### src/rtl/counter_run_sequencer.sv
// Run sequencer for the counter/done model: takes a stop value, holds the counter
// in reset, releases it, times the run and reports cycle count plus status.
module counter_run_sequencer #(
    parameter int INPUT_WIDTH = 32,
    parameter int RST_CYCLES  = 2,
    parameter int TIMEOUT     = 1000,
    parameter int CNT_WIDTH   = 32
) (
    input  logic                   clk_i,
    input  logic                   reset_i,
    input  logic                   cmd_valid_i,
    output logic                   cmd_ready_o,
    input  logic [INPUT_WIDTH-1:0] cmd_stop_i,
    input  logic                   abort_i,
    output logic                   ctr_reset_l_o,
    output logic [INPUT_WIDTH-1:0] ctr_stop_o,
    input  logic                   ctr_done_i,
    output logic                   res_valid_o,
    input  logic                   res_ready_i,
    output logic [CNT_WIDTH-1:0]   res_cycles_o,
    output logic [1:0]             res_status_o,
    output logic [15:0]            runs_done_o
);

    // state  | meaning
    // IDLE   | waiting for a run command, counter held in reset
    // RESET  | counter held in reset RST_CYCLES cycles with the new stop value
    // RUN    | counter released, run_cnt_q counts cycles until done/abort/timeout
    // REPORT | result presented until the consumer takes it
    typedef enum logic [1:0] {IDLE, RESET, RUN, REPORT} state_t;

    localparam logic [7:0]           RST_LAST  = 8'(RST_CYCLES - 1);
    localparam logic [CNT_WIDTH-1:0] TIMEOUT_C = CNT_WIDTH'(TIMEOUT);

    state_t                 state_q;
    logic [7:0]             rst_cnt_q;
    logic [CNT_WIDTH-1:0]   run_cnt_q;
    logic                   ctr_reset_l_q;
    logic [INPUT_WIDTH-1:0] ctr_stop_q;
    logic                   res_valid_q;
    logic [CNT_WIDTH-1:0]   res_cycles_q;
    logic [1:0]             res_status_q;
    logic [15:0]            runs_done_q;

    logic                   exit_d;
    logic [1:0]             status_d;

    // Exit priority within a RUN cycle: done, then abort, then timeout.
    always_comb begin
        exit_d   = ctr_done_i || abort_i || (run_cnt_q == TIMEOUT_C);
        status_d = 2'd1;
        if (ctr_done_i) begin
            status_d = 2'd0;
        end else if (abort_i) begin
            status_d = 2'd2;
        end
    end

    always_ff @(posedge clk_i) begin
        if (reset_i) begin
            state_q       <= IDLE;
            rst_cnt_q     <= '0;
            run_cnt_q     <= '0;
            ctr_reset_l_q <= 1'b0;
            ctr_stop_q    <= '0;
            res_valid_q   <= 1'b0;
            res_cycles_q  <= '0;
            res_status_q  <= 2'd0;
            runs_done_q   <= '0;
        end else begin
            case (state_q)
                IDLE: begin
                    ctr_reset_l_q <= 1'b0;
                    if (cmd_valid_i) begin
                        ctr_stop_q <= cmd_stop_i;
                        rst_cnt_q  <= '0;
                        state_q    <= RESET;
                    end
                end
                RESET: begin
                    if (rst_cnt_q == RST_LAST) begin
                        ctr_reset_l_q <= 1'b1;
                        run_cnt_q     <= '0;
                        state_q       <= RUN;
                    end else begin
                        rst_cnt_q <= rst_cnt_q + 8'd1;
                    end
                end
                RUN: begin
                    if (exit_d) begin
                        // On timeout run_cnt_q already equals TIMEOUT.
                        res_cycles_q  <= run_cnt_q;
                        res_status_q  <= status_d;
                        res_valid_q   <= 1'b1;
                        ctr_reset_l_q <= 1'b0;
                        state_q       <= REPORT;
                    end else begin
                        run_cnt_q <= run_cnt_q + CNT_WIDTH'(1);
                    end
                end
                REPORT: begin
                    if (res_ready_i) begin
                        res_valid_q <= 1'b0;
                        runs_done_q <= runs_done_q + 16'd1;
                        state_q     <= IDLE;
                    end
                end
                default: state_q <= IDLE;
            endcase
        end
    end

    assign cmd_ready_o   = (state_q == IDLE);
    assign ctr_reset_l_o = ctr_reset_l_q;
    assign ctr_stop_o    = ctr_stop_q;
    assign res_valid_o   = res_valid_q;
    assign res_cycles_o  = res_cycles_q;
    assign res_status_o  = res_status_q;
    assign runs_done_o   = runs_done_q;

endmodule

### config.mk
export PLATFORM = sky130hd
export DESIGN_NAME = counter_run_sequencer
export DESIGN_NICKNAME = d
export VERILOG_FILES = /design/src/rtl/counter_run_sequencer.sv
export SDC_FILE = /design/constraint.sdc
export NUM_CORES = 1
export LEC_CHECK = 0
export BUFFER_PORTS_ARGS = -buffer_cell sky130_fd_sc_hd__buf_2
export CORE_MARGIN = 3
export CORE_UTILIZATION = 58
export DETAILED_ROUTE_END_ITERATION = 16
export PLACE_DENSITY_LB_ADDON = 0.12
export SLEW_MARGIN = 0
export SYNTH_ARGS = -nofsm -noshare
export SYNTH_HDL_FRONTEND = slang
export SYNTH_SLANG_ARGS = --single-unit
### constraint.sdc
create_clock -name clk_i -period 3.1 [get_ports clk_i]
set_input_delay 0.155 -clock clk_i [delete_from_list [all_inputs] [get_ports clk_i]]
set_output_delay 0.155 -clock clk_i [all_outputs]
set_load 0.02 [all_outputs]
# == Yosys cells after proc, flatten, opt, wreduce, memory -nomap -nowiden ==
# Index checks and enable logic that the tools add are counted.
# word_totals
wordCells,57
input_bits,38
register_bits,126
# op_classes
eq_ne,11
add_sub_neg,3
muxes,19
n_reduce_logical,15
# op_table
operator,count
32-bit 2-to-1 mux,2
32-bit one-hot mux with 2 select lines,1
32-bit by 1-bit adder with 32-bit output (second input constant),1
32-bit by 10-bit == test with 1-bit output (second input constant),1
16-bit by 1-bit adder with 16-bit output (second input constant),1
8-bit 2-to-1 mux,2
8-bit one-hot mux with 2 select lines,1
2-bit 2-to-1 mux,6
2-bit inequality test (second input constant),6
3-bit AND reduction,4
8-bit by 1-bit adder with 8-bit output (second input constant),1
8-bit by 1-bit == test with 1-bit output (second input constant),1
2-bit one-hot mux with 4 select lines,1
2-bit AND reduction,3
2-bit nonzero test,3
2-bit == test (second input constant),2
1-bit 2-to-1 mux,4
4-bit AND reduction,1
1-bit one-hot mux with 3 select lines,1
3-bit nonzero test,1
2-bit by 1-bit == test with 1-bit output (second input constant),1
2-bit logical NOT,1
1-bit logical OR,2
1-bit one-hot mux with 2 select lines,1

# == Longest topological paths before layout ==
# depth
depth_word,4
depth_mapped,10

# == Worst setup path before layout ==
# Ideal clock, no wire load.
# synth_timing
path_type,reg-to-reg
start,register state_q[1]
end,register run_cnt_q[19]
required_ps,2986
path_buffers,1
stages_incl_launch_ff,10
setup_ps,114
period_less_slack_ps,1923
slack_ps,1177
arrival_ps,1809
path_cell_list,dfxtp_1 inv_1 ha_1 nor4b_1 nand2_1 o21ai_2 a21boi_2 buf_6 a21oi_1 a21o_1
# synth_via
elab_chain_len,3
elab_cells_between_ends,7
classes_between,eq/ne: 4; mux: 1; reduce/logical: 2
# synth_lines
item,line,rtl
"start, declared",35,state_t state_q;
"start signal, assigned",61,state_q <= IDLE;
"start signal, assigned",77,state_q <= RESET;
"start signal, assigned",84,state_q <= RUN;
2-bit == test / 2-bit by 1-bit == test with 1-bit output (equally long branches),71,case (state_q)
2-bit inequality test (no line) / 2-bit nonzero test (equally long branches),--,
3-bit AND reduction (no line),--,
"end signal, assigned",98,run_cnt_q <= run_cnt_q + CNT_WIDTH'(1);
"end, declared",37,logic [CNT_WIDTH-1:0] run_cnt_q;
# Parallel ways exist; a longest one is shown, timed or not.
# A chain may end at the register's enable or synchronous reset.

# == Final worst setup path ==
# layout_timing
start,register run_cnt_q[0]
end,register res_status_q[1] (netlist: res_status_o[1])
# layout_via
elab_chain_len,3
# layout_lines
item,line,rtl
32-bit by 10-bit == test with 1-bit output,50,exit_d = ctr_done_i || abort_i || (run_cnt_q == TIMEOUT_C);
1-bit logical OR,50,
2-bit AND reduction (no line),--,
"end signal, assigned",93,res_status_q <= status_d;
"end, declared",42,logic [1:0] res_status_q;
# Every way passes these cells.

==> summary.txt <==
Status
  – Status: finished, final reports clean

CTS
  – CTS clock-pin slew for the worst setup and hold paths: 0.06 ns
  – CTS buffer count: 17
  – Post-CTS resize count: 0
  – H-tree Lvls: 4
  – Buffer depth of the longest clock path: 2
  – Root buf cell: clkbuf_8
  – Post-CTS setup buffer count: 0
  – # hold bufs at CTS: 34
  – Clock sink count: 126
  – TritonCTS clock tree: done
  – Clock Latency Late Sink: 0.52 ns

Floorplan
  – Row Count: 34
  – Die area: around 11,000 um^2
  – Die Span X: 103 um
  – Chip height: about 100 um
  – Starting density of the core: 0.613
  – I/O pin count: 123
  – Core box area: approximately 9000 um^2

Setup path
  – Crit path max-delay cell type: dlygate4sd3_1
  – Crit Path Class: flop to flop
  – Critical Path Start Type: flop
  – Critical Path Max Stage Delay: 0.57 ns
  – Cells along the critical path: inv_1, ha_1, nor4b_1, nand4_1, o21ai_1, buf_4, nand2_1, a32oi_1, dlygate4sd3_1, nor2_1
  – Element type at the critical path end: flop
  – WP data required: 3.51 ns
  – Maximum fanout along the worst path: 14
  – Arrival time at the worst endpoint: 3.27 ns

Routing
  – Vias per inst: about 5.7
  – Routed via count: approximately 5,400
  – Routed WL: 15,000 um
  – 1st-pass router iterations: 6
  – DR iter-0 viols: 346
  – Avg WL per Cell: about 16 um
  – Antenna Nets Post-Route: 0
  – Drc violations: 0

Yosys
  – Synth warn: 0
  – Cells after synthesis: around 680
  – Average size of a mapped cell: 8.10 um^2
  – Post-synth EDFFs: 0
  – Sequential fraction of the synthesis area: 0.458
  – Top post-synthesis cells by area: dfxtp_1 46%, nand2_1 11%, a21oi_1 7.9%
  – Synth area leader: dfxtp_1
  – Dominant synthesized flop cell: dfxtp_1
  – Post-synth cell types: 60
  – Post-Synthesis Cell Area: between 5000 and 6000 um^2
  – Synth Register Bits: ~130
  – Syn nets: between 700 and 800
  – Top cell type's share of synthesized area: 0.458
  – FFs w/ async S/R, synth: 0

Final layout
  – Net count, final: 872
  – Share of post-route cells with drive strength above 1: 0.215
  – Area of the multi-input gates: 2730 um^2
  – # diodes: 0
  – Reg area: 2520 um^2
  – Syn-to-layout area delta: 29.2%
  – Filler cell count: 624

Power
  – Total power: 4.93 mW
  – Leak pwr: 2.92 nW
  – Internal power: 3.33 mW
  – Gate power share: 0.228
  – Pwr dens: between 600 and 700 nW/um^2
  – Max VDD drop: approximately 0.7 mV
  – Clock network power share: 0.409
  – Sequential power share: 0.363
  – Sw Share: 0.325
  – Switching power: 1.60 mW

Timing
  – Max Fclk: 349 MHz
  – RSZ-0062 raised after global routing: false
  – Fin. Hold Viols: 0
  – WHS: 0.0277 ns
  – Final Setup Violations: 0
  – Clk_skew: 0.00749 ns
  – Slew @ Worst Pin: around 0.78 ns
  – Final slew viol count: 0
  – Min Tclk post-route: ~2.9 ns
  – Sum Neg Setup Slack: 0 ns
  – Slew headroom: 0.477
  – Final Cycle Share: 0.923

Placement
  – Hpwl dp: 9540 um
  – Global placement routability congestion: 0.900
  – # port buffers: 122

Global routing
  – Vias in the first global route: 5,128
  – Grt ovf: 0
  – Initial antenna violation count: 0
  – Maximum number of pins on one net before global-route repair: 77
  – Global-route wire length before repair: 23,700 um
  – GRT Util Overall: 0.280

Worst hold path
  – Min-Delay Path Class: input pin to flop

Run
  – Max-cap check violation count: 0
-- power by group through the flow --
stage                     combinational [mW]  clock (mW)  sequential, mW
after floorplan                        0.669           0            1.92
after global placement                  1.04           0            1.81
after detailed placement                1.06           0            1.82
after CTS                               1.11        2.03            1.79
after global routing                    1.22        2.12            1.80
final                                   1.12        2.02            1.79
-- flip-flops by register name, indices dropped and copies added, names as in the netlist --
name / flops
state_q: 2
rst_cnt_q: 8
ctr_stop_o: 32
res_valid_o: 1
run_cnt_q: 32
res_status_o: 2
ctr_reset_l_o: 1
runs_done_o: 16
res_cycles_o: 32
-- final timing paths --
path         cells after the start  slack [ns]             start                to
min reg2reg                      2        0.45  res_cycles_o[29]  res_cycles_o[29]
max reg2reg                     10        0.24      run_cnt_q[0]   res_status_o[1]
max                             10        0.24      run_cnt_q[0]   res_status_o[1]
min                              4        0.03       res_ready_i    runs_done_o[1]
-- through the flow --
stage	cell area, um^2	utilization	worst slack, ns	std cells
after floorplan	5500	-	1.18	679
after global placement	6160	0.687	0.677	898
after detailed placement	6160	0.687	0.601	898
after CTS	7110	0.792	0.251	964
after global routing	7110	0.792	0.0635	964
final	7110	0.792	0.238	964
-- critical path: cells and delay by family, from the launching register on --
kind / cells / cell delay, ns
adders and majority gates: 1 / 0.14
and+or+nand+nor: 4 / 0.88
buffers and inverters: 3 / 0.88
AOI/OAI and AO/OA: 2 / 0.47
DFF: 1 / 0.37
-- placed cells by master (no fill, tap or decap), drive strengths merged, types with 6 or more instances in the layout --
master,synthesis,final
a21o,6,6
a21oi,87,87
a31oi,9,9
and3,7,7
and4,6,6
buf,16,132
clkbuf,23,18
dfxtp,126,126
dlygate4sd3,0,34
ha,9,9
inv,19,23
nand2,164,164
nand3,25,25
nand4,12,12
nor2,46,46
nor3,10,10
nor4,7,7
o21a,6,6
o21ai,24,24
o31ai,7,7
xor2,14,14
-- synth_stat cells (2+ instances only) --
library cell  number
nand3_1           24
a221oi_1           2
a41oi_1            3
o41ai_2            2
nor4_1             7
and4_1             5
mux2i_1            5
inv_1             19
o21ai_0           19
nor2_1            45
a21oi_1           87
o21ai_1            3
o22ai_1            3
nor4b_1            2
nor3_1             8
ha_1               9
xor2_1            14
or3_1              4
and2_1             4
nand4_1           12
a31oi_1            9
a21o_1             5
or2_1              2
xnor2_1            5
o211ai_1           3
o41ai_1            2
buf_6              2
a311oi_1           3
o31ai_1            7
nand2_1          164
buf_2             13
and3_1             7
or2_2              2
o21a_1             6
clkbuf_1          22
dfxtp_1          126
-- cells by family after synthesis --
group | Yosys count | share of synthesized area
XOR/XNOR | 19 | 0.0302
AND/OR/NAND/NOR | 295 | 0.248
multiplexers | 5 | 0.00910
buffers and inverters | 58 | 0.0462
flip-flops | 126 | 0.458
AO/OA/AOI/OAI | 167 | 0.188
adder cells (fa/ha/maj) | 9 | 0.0205
-- routing by layer --
layer | share of wire | up-vias | track usage | wire length (um)
li1 | - | 2647 | - | -
met1 | 0.40 | 2549 | 0.334 | 6060
met2 | 0.50 | 217 | 0.470 | 7570
met3 | 0.065 | 36 | 0.0805 | 971
met4 | 0.029 | 0 | 0.118 | 433
met5 | 0 | - | 0 | 0
-- area by class of cell --
| type | count | area share |
|---|---|---|
| clock inverter | 14 | 0.0261 |
| inverter | 19 | 0.0100 |
| multi-input combinational | 495 | 0.384 |
| timing repair buffer | 166 | 0.144 |
| sequential | 126 | 0.355 |
| clock buffer | 18 | 0.0588 |
| tap | 126 | 0.0222 |
No activity file was read; power rests on OpenSTA's default activity.
